[src/rtl/shared_net_arbiter_if.sv]
// Bundle of the request/grant signals between a shared net group's drivers
// and the arbiter that owns that group.
//
// Handshake: req[i] is a level request. The requester raises it and keeps it
// high for as long as it wants the net. gnt[i]/drv_en[i] answer it, one
// requester at a time. The owner gives the net back by lowering req[i].
// There is no valid/ready pairing. A request that drops before it is granted
// simply disappears.
interface shared_net_arbiter_if #(
   parameter int N_REQ = 4
);
   localparam int OW = (N_REQ > 1) ? $clog2(N_REQ) : 1;

   logic [N_REQ-1:0] req;
   logic [N_REQ-1:0] gnt;
   logic [N_REQ-1:0] drv_en;
   logic             keep_en;
   logic [OW-1:0]    owner;
   logic             busy;
   logic             preempt;
   logic [1:0]       state;    // debug view of the arbiter FSM

   modport master (
      output req,
      input  gnt, drv_en, keep_en, owner, busy, preempt, state
   );

   modport slave (
      input  req,
      output gnt, drv_en, keep_en, owner, busy, preempt, state
   );
endinterface

[src/rtl/shared_net_arbiter.sv]
// shared_net_arbiter: grants one shared multi-driver net group to one
// requester at a time. Owners are picked round-robin. Every change of owner
// is separated by a gap of TURN_CYC cycles with no driver enabled. A
// contested owner is preempted after MAX_HOLD cycles.
module shared_net_arbiter #(
   parameter int N_REQ    = 4,
   parameter int MAX_HOLD = 16,
   parameter int TURN_CYC = 1
) (
   input logic                 clk,
   input logic                 rst,
   shared_net_arbiter_if.slave bus
);

   localparam int PW = (N_REQ > 1) ? $clog2(N_REQ) : 1;
   localparam int HW = $clog2(MAX_HOLD + 1);
   localparam int TW = $clog2(TURN_CYC + 1);

   localparam logic [HW-1:0]    HOLD_MAX  = HW'(MAX_HOLD);
   localparam logic [HW-1:0]    HOLD_LAST = HW'(MAX_HOLD - 1);
   localparam logic [TW-1:0]    TURN_LOAD = TW'(TURN_CYC);
   localparam logic [TW-1:0]    TURN_ONE  = TW'(1);
   localparam logic [PW-1:0]    LAST_IDX  = PW'(N_REQ - 1);
   localparam logic [N_REQ-1:0] GNT_ONE   = {{(N_REQ-1){1'b0}}, 1'b1};

   typedef enum logic [1:0] {
      ST_IDLE  = 2'd0,
      ST_GRANT = 2'd1,
      ST_TURN  = 2'd2
   } state_t;

   state_t state;
   state_t state_n;

   logic [N_REQ-1:0] gnt_q;
   logic [PW-1:0]    owner_q;
   logic [PW-1:0]    ptr_q;
   logic [HW-1:0]    hold_q;
   logic [TW-1:0]    turn_q;
   logic             preempt_q;

   logic             pick_valid;
   logic [PW-1:0]    pick_idx;
   logic [PW-1:0]    ptr_next;
   logic             owner_req;
   logic             others_req;
   logic             hold_expired;
   logic             turn_done;
   logic             rel_drop;
   logic             rel_preempt;
   logic             release_now;
   logic             grant_load;
   logic [N_REQ-1:0] drv_en_c;

   // Round-robin pick: first set request at or above the pointer, wrapping
   // back through index 0. The pointer range is not a power of two in general,
   // so the wrap is an explicit subtraction.
   always_comb begin
      int idx;
      logic [PW-1:0] cand;
      pick_valid = 1'b0;
      pick_idx   = ptr_q;
      idx        = 0;
      cand       = '0;
      for (int i = 0; i < N_REQ; i++) begin
         idx = int'(ptr_q) + i;
         if (idx >= N_REQ) begin
            idx = idx - N_REQ;
         end
         cand = PW'(idx);
         if (!pick_valid && bus.req[cand]) begin
            pick_valid = 1'b1;
            pick_idx   = cand;
         end
      end
   end

   // Release conditions and the owner that follows a release.
   always_comb begin
      owner_req  = bus.req[owner_q];
      others_req = |(bus.req & ~gnt_q);
      // The counter only parks at MAX_HOLD when nobody else is waiting. A
      // request that shows up later must still be able to end the grant, so
      // the limit is compared with >= and not with ==.
      hold_expired = (hold_q >= HOLD_LAST);
      turn_done    = (turn_q == TURN_ONE);
      rel_drop     = (state == ST_GRANT) && !owner_req;
      rel_preempt  = (state == ST_GRANT) && owner_req && hold_expired && others_req;
      release_now  = rel_drop || rel_preempt;
      ptr_next     = (owner_q == LAST_IDX) ? '0 : owner_q + PW'(1);
   end

   // FSM state register.
   always_ff @(posedge clk or posedge rst) begin
      if (rst) begin
         state <= ST_IDLE;
      end else begin
         state <= state_n;
      end
   end

   // FSM next-state logic. Arbitration happens only in IDLE and in the last
   // TURN cycle, so a req change earlier in TURN is never seen.
   always_comb begin
      state_n    = state;
      grant_load = 1'b0;
      case (state)
         ST_IDLE: begin
            if (pick_valid) begin
               state_n    = ST_GRANT;
               grant_load = 1'b1;
            end
         end
         ST_GRANT: begin
            if (release_now) begin
               state_n = ST_TURN;
            end
         end
         ST_TURN: begin
            if (turn_done) begin
               if (pick_valid) begin
                  state_n    = ST_GRANT;
                  grant_load = 1'b1;
               end else begin
                  state_n = ST_IDLE;
               end
            end
         end
         default: begin
            state_n = ST_IDLE;
         end
      endcase
   end

   // Grant, owner, pointer, hold and turnaround registers.
   always_ff @(posedge clk or posedge rst) begin
      if (rst) begin
         gnt_q     <= '0;
         owner_q   <= '0;
         ptr_q     <= '0;
         hold_q    <= '0;
         turn_q    <= '0;
         preempt_q <= 1'b0;
      end else begin
         preempt_q <= 1'b0;
         if (grant_load) begin
            gnt_q   <= GNT_ONE << pick_idx;
            owner_q <= pick_idx;
            hold_q  <= '0;
         end else if (release_now) begin
            // The owner that is just leaving gets the lowest priority next time.
            gnt_q     <= '0;
            ptr_q     <= ptr_next;
            turn_q    <= TURN_LOAD;
            preempt_q <= rel_preempt;
         end else if ((state == ST_GRANT) && (hold_q != HOLD_MAX)) begin
            hold_q <= hold_q + HW'(1);
         end
         if (state == ST_TURN) begin
            turn_q <= turn_q - TW'(1);
         end
      end
   end

   // FSM outputs. A driver is enabled only in GRANT, so the keeper holds the
   // nets whenever the FSM is in TURN or IDLE.
   always_comb begin
      drv_en_c = '0;
      if (state == ST_GRANT) begin
         drv_en_c = gnt_q;
      end
      bus.gnt     = gnt_q;
      bus.drv_en  = drv_en_c;
      bus.keep_en = ~|drv_en_c;
      bus.owner   = owner_q;
      bus.busy    = (state != ST_IDLE);
      bus.preempt = preempt_q;
      bus.state   = state;
   end

endmodule
[src/flat_wrapper.sv]
// flat-port wrapper written by rule: the top's interface ports become plain ports
module shared_net_arbiter_flat 
#(
   parameter int N_REQ    = 4,
   parameter int MAX_HOLD = 16,
   parameter int TURN_CYC = 1
)
  (clk, rst, bus_req, bus_gnt, bus_drv_en, bus_keep_en, bus_owner, bus_busy, bus_preempt, bus_state);
  shared_net_arbiter_if #(.N_REQ(N_REQ)) bus_i ();
  input logic clk;
  input logic rst;
  input wire logic [$bits(bus_i.req)-1:0] bus_req;
  output wire logic [$bits(bus_i.gnt)-1:0] bus_gnt;
  output wire logic [$bits(bus_i.drv_en)-1:0] bus_drv_en;
  output wire logic [$bits(bus_i.keep_en)-1:0] bus_keep_en;
  output wire logic [$bits(bus_i.owner)-1:0] bus_owner;
  output wire logic [$bits(bus_i.busy)-1:0] bus_busy;
  output wire logic [$bits(bus_i.preempt)-1:0] bus_preempt;
  output wire logic [$bits(bus_i.state)-1:0] bus_state;
  assign bus_i.req = bus_req;
  assign bus_gnt = bus_i.gnt;
  assign bus_drv_en = bus_i.drv_en;
  assign bus_keep_en = bus_i.keep_en;
  assign bus_owner = bus_i.owner;
  assign bus_busy = bus_i.busy;
  assign bus_preempt = bus_i.preempt;
  assign bus_state = bus_i.state;
  shared_net_arbiter #(.N_REQ(N_REQ), .MAX_HOLD(MAX_HOLD), .TURN_CYC(TURN_CYC)) u_core (.clk(clk), .rst(rst), .bus(bus_i));
endmodule
[config.mk]
export PLATFORM = sky130hd
export DESIGN_NAME = shared_net_arbiter_flat
export DESIGN_NICKNAME = d
export VERILOG_FILES = /design/src/rtl/shared_net_arbiter_if.sv /design/src/rtl/shared_net_arbiter.sv /design/src/flat_wrapper.sv
export SDC_FILE = /design/constraint.sdc
export NUM_CORES = 1
export LEC_CHECK = 0
export ABC_AREA = 1
export BUFFER_PORTS_ARGS = -buffer_cell sky130_fd_sc_hd__buf_2
export CAP_MARGIN = 20
export CORE_UTILIZATION = 25
export CTS_CLUSTER_DIAMETER = 80
export DETAILED_ROUTE_END_ITERATION = 10
export PLACE_DENSITY = 0.51
export SLEW_MARGIN = 10
export SYNTH_ARGS = -nofsm -noshare
export SYNTH_HDL_FRONTEND = slang
export SYNTH_SLANG_ARGS = --single-unit
[constraint.sdc]
create_clock -name clk -period 2.1 [get_ports clk]
set_input_delay 0 -clock clk [delete_from_list [all_inputs] [get_ports clk]]
set_output_delay 0 -clock clk [all_outputs]
set_load 0.1 [all_outputs]
# Word level (Yosys, flattened, before mapping)
# Cells that the tools add are included.
dict set report totals {
  inputBits 6
  out_inout_bits 15
  wordCells 107
  ff_bits 17
}
dict set report classes {
  n_eq_ne 9
  n_addsub 10
  reduce_logical 25
  shift 1
  bitwise_logic 3
  n_mux 42
  n_lt_le_gt_ge 10
}
# operator n
set op_table {}
lappend op_table {{$mux 2} 12}
lappend op_table {{$mux 1} 17}
lappend op_table {{$lt 2x3->1 const B} 5}
lappend op_table {{$mux 5} 3}
lappend op_table {{$mux 4} 3}
lappend op_table {{$bmux 1 s2} 5}
lappend op_table {{$ge 3x3->1 const B} 3}
lappend op_table {{$logic_and 1x1->1} 8}
lappend op_table {{$reduce_bool 2->1} 4}
lappend op_table {{$reduce_or 4->1} 2}
lappend op_table {{$sub 2x1->2 const B} 4}
lappend op_table {{$add 2x2->3 const B} 2}
lappend op_table {{$ne 2x1->1 const B} 3}
lappend op_table {{$pmux 2 s3} 1}
lappend op_table {{$reduce_and 2->1} 3}
lappend op_table {{$add 5x1->5 const B} 1}
lappend op_table {{$ge 5x4->1 const B} 1}
lappend op_table {{$logic_not 1->1} 5}
lappend op_table {{$ne 5x5->1 const B} 1}
lappend op_table {{$and 4x4->4} 1}
lappend op_table {{$eq 2x2->1 const B} 2}
lappend op_table {{$ne 2x2->1 const B} 2}
lappend op_table {{$not 4->4} 1}
lappend op_table {{$shl 1x2->4 const A} 1}
lappend op_table {{other kinds (10)} 10}

# Depth between registers and ports, before layout
dict set report depth {
  ltp_word 19
  ltp_mapped 14
}

# Worst setup path before layout
# OpenSTA, ideal clock, no wires.
dict set report synth_timing {
  kind {register -> output}
  start {register u_core.state[1] (netlist: u_core.bus.state[1])}
  end {output port bus_keep_en}
  setup_slack_ps -2585
  stages_incl_launch_ff 5
  arrival_time_ps 4685
  required_time_ps 2100
  cell_sequence {dfrtp_1 -> nor2_1 -> inv_1 -> nor2_1 -> nor4_1}
}
dict set report synth_between {
  elab_chain_cells 4
}
# item line_no
set synth_rtl {}
lappend synth_rtl {{start, declared} shared_net_arbiter.sv:32} ;# state_t state;
lappend synth_rtl {{start signal, assigned} shared_net_arbiter.sv:98} ;# state <= state_n;
lappend synth_rtl {{$eq 2x1->1} shared_net_arbiter.sv:169} ;# if (state == ST_GRANT) begin
lappend synth_rtl {{$mux 4} shared_net_arbiter.sv:169}
lappend synth_rtl {{net bus_drv_en[0]} flat_wrapper.sv:14} ;# output wire logic [$bits(bus_i.drv_en)-1:0] bus_drv_en;
lappend synth_rtl {{$reduce_or 4->1} shared_net_arbiter.sv:174} ;# bus.keep_en = ~|drv_en_c;
lappend synth_rtl {{$logic_not 1->1} shared_net_arbiter.sv:174}
lappend synth_rtl {{end, declared} flat_wrapper.sv:15} ;# output wire logic [$bits(bus_i.keep_en)-1:0] bus_keep_en;
# The timed path passes the listed nets, and every way through them passes these cells.

# Worst setup path after layout
dict set report layout_timing {
  start {register u_core.state[0] (netlist: u_core.bus.state[0])}
  end {output port bus_keep_en}
}
dict set report layout_between {
  elab_chain_cells 4
}
# item line_no
set layout_rtl {}
lappend layout_rtl {{$eq 2x1->1} shared_net_arbiter.sv:169}
lappend layout_rtl {{$mux 4} shared_net_arbiter.sv:169}
lappend layout_rtl {{$reduce_or 4->1} shared_net_arbiter.sv:174}
lappend layout_rtl {{$logic_not 1->1} shared_net_arbiter.sv:174}
# No other way between the ends.

==> run summary <==
Status: complete, no violations
Mapped cell area: 1310 µm²
Synthesized Nets: 201
Skew final: 0.00458 ns
Clk sinks: 17
Commonest non-fill, non-tap cells in the layout: 72 x nand2_1, 20 x inv_1, 20 x buf_2
DRC: 0
CTS root buf: clkbuf_8
Routed WL per cell: 11.5 µm
Clock latency on the worst-skew pair: 0.26 ns
DR iter-0 viols: 49
Hold Crit Endpoint: u_core.bus.preempt
WHS Path Cells: 6
Met1 WL: 1710 µm
Slew HR: 0.540
Drt first pass iters: 4
Via/cell ratio: 4.40
Sequential-to-total area share from yosys stat: 0.326
Critical path class: reg -> out
Core area: 4880 µm²
Nets: 225
CP max-delay cell: dfrtp_4
Commonest non-fill, non-tap cell in the layout: nand2_1
Vias: 1,235
Top delay family on crit path: buffers and inverters
Max Fclk: 558 MHz
Initial antenna violation count: 0
WP data required: 2.10 ns
Die Footprint: 5520 µm²
Slowest stage delay, CP: 0.50 ns
Hold Startpoint: bus_req[0]
Tot GR Track Use: 0.130
Fin. max-slew vios: 0
RR Endpoint: u_core.hold_q[1]
Initial core utilization: 0.268
Post-synthesis cell type count: 27
Synthesized instance count: 191
# Post-CTS Setup Buffers: 0
Final period util: 0.854
HP Class: in -> reg
CTS tree: built
Proportion of layout cells with a drive suffix above 1: 0.280
Tmin final: 1.79 ns
# diodes: 0
Final estimated routing congestion in global placement: 0.801
RSZ-0062 raised after global routing: false
Slew @ Worst Pin: 0.690 ns
CTS Buffer Depth: 2
Largest net degree at the start of global routing: 18
Setup TNS: 0 ns
Number of global-route vias before repair: 1,157
Area grow syn2layout: 21.9%
Endpoint class of the critical path: output port
Final wirelength: 3230 µm
Row cnt: 25
DP HPWL: 2470 µm
First-pass GRT wire length: 5350 µm
Max capacitance violation total: 0
Critical Path, Cell by Cell: inv_4, nor2_4, inv_4, nor2_4, nor4_4, buf_2
Met2 wire length: 1320 µm
Final setup fails: 0
Die Ht: 74.3 µm
CP Max Fanout: 6
GRT overflow: 0
TritonCTS buffer count: 3
IO Count: 21
Worst path arrival time: 1.79 ns
R2R Path Start: u_core.hold_q[0]
Yosys warnings: 0
Clock slew at reported path FFs: 0.07 ns
Port Buffers: 20
Worst path buffer plus inverter count: 3
Worst reg-to-reg path cell count: 10
Die W: 74.3 µm
Reg-to-reg slack, setup: 0.35 ns
Crit. path cell count: 6
Met3 routed WL: 117 µm
H-tree depth: 1
Avg Cell Area, Syn: 6.84 µm²
Worst setup SP type: register
Top Layer Used: met4
Hold Fails Final Rpt: 0
Register bit count reported by yosys: 17
ANT nets after route: 0
[what timing repair did]
action                                 in CTS  in global routing
hold buffers                                1                  0
endpoints found under the hold margin      17                  0
gates resized for setup                     0                  0
[through the flow]
| stage | util | hold slack (ns) | cell area, µm² | setup slack (ns) | cells |
|---|---|---|---|---|---|
| after floorplan | - | -0.0741 | 1380 | -0.0738 | 191 |
| after global placement | 0.315 | 0.153 | 1540 | 0.348 | 276 |
| after detailed placement | 0.315 | 0.153 | 1540 | 0.353 | 276 |
| after CTS | 0.326 | 0.358 | 1590 | 0.292 | 281 |
| after global routing | 0.326 | 0.394 | 1590 | 0.175 | 281 |
| final | 0.326 | 0.360 | 1590 | 0.307 | 281 |
[cells in the mapped netlist]
cell,instances,area [µm²]
inv_4,2,12.5
buf_4,1,7.51
inv_2,2,7.51
nand3_1,13,65.1
dfrtp_1,17,425
xor2_1,2,17.5
nor2_4,1,11.3
and2_1,2,12.5
nor2_1,14,52.6
nand2_1,72,270
nand3b_4,1,20.0
inv_1,22,82.6
a21oi_2,1,8.76
or2_1,1,6.26
a21oi_1,3,15.0
nor3_1,1,5.00
nor4_1,1,6.26
buf_6,2,22.5
o21ai_1,4,20.0
o21ai_2,1,8.76
nand3_2,3,30.0
o21ai_0,5,25.0
nor2_8,1,20.0
nand4_1,5,31.3
nand2_2,8,50.1
nand2_4,2,22.5
ha_1,4,50.1
[worst max path at each step]
| stage | startpoint | to | slack, ns |
|---|---|---|---|
| 5_1_grt | u_core.hold_q[0] | u_core.hold_q[1] | 0.18 |
| 3_3_place_gp | u_core.ptr_q[0] | u_core.bus.gnt[3] | 0.35 |
| 2_1_floorplan | u_core.bus.state[0] | bus_keep_en | -0.07 |
| 4_1_cts | u_core.bus.state[0] | bus_keep_en | 0.29 |
| 3_5_place_dp | u_core.hold_q[0] | u_core.hold_q[1] | 0.35 |
| 6_report | u_core.bus.state[0] | bus_keep_en | 0.31 |
[registers in the layout, indices dropped and copies added (netlist names)]
name / flops
u_core.hold_q: 5
u_core.ptr_q: 2
u_core.turn_done: 1
u_core.bus.gnt: 4
u_core.bus.state: 2
u_core.bus.owner: 2
u_core.bus.preempt: 1
[tightest hold or removal path, cell delays in order]
cell and delay, ns:
buf_2 0.11, nand2_1 0.05, nand4_1 0.06, and2_1 0.13
nand3_1 0.13, inv_1 0.09
[layout make-up]
type,instances,area [µm²]
Sequential cell,17,437
Multi-Input combinational cell,145,801
Timing Repair Buffer,22,118
Inverter,26,108
Fill cell,553,3290
Tap cell,67,83.8
Clock inverter,1,5.00
Clock buffer,3,41.3
[cells by family (layout without fill, tap and decap cells)]
kind of cell	after synthesis	in the layout	synth area share
adders and majority gates	4	4	0.0383
buffers and inverters	29	52	0.102
AOI/OAI and AO/OA	14	14	0.0594
and+or+nand+nor	125	125	0.462
xor gates and xnor gates	2	2	0.0134
DFF	17	17	0.326
[layer usage]
metal	global-route usage	vias up
met1	0.181	556
met4	0.0629	0
li1	-	638
met3	0.0176	8
met5	0	-
met2	0.199	33
Power is left out: the tool's default activity adds up to more than one toggle a clock period on the data nets, which glitch-free logic cannot reach.
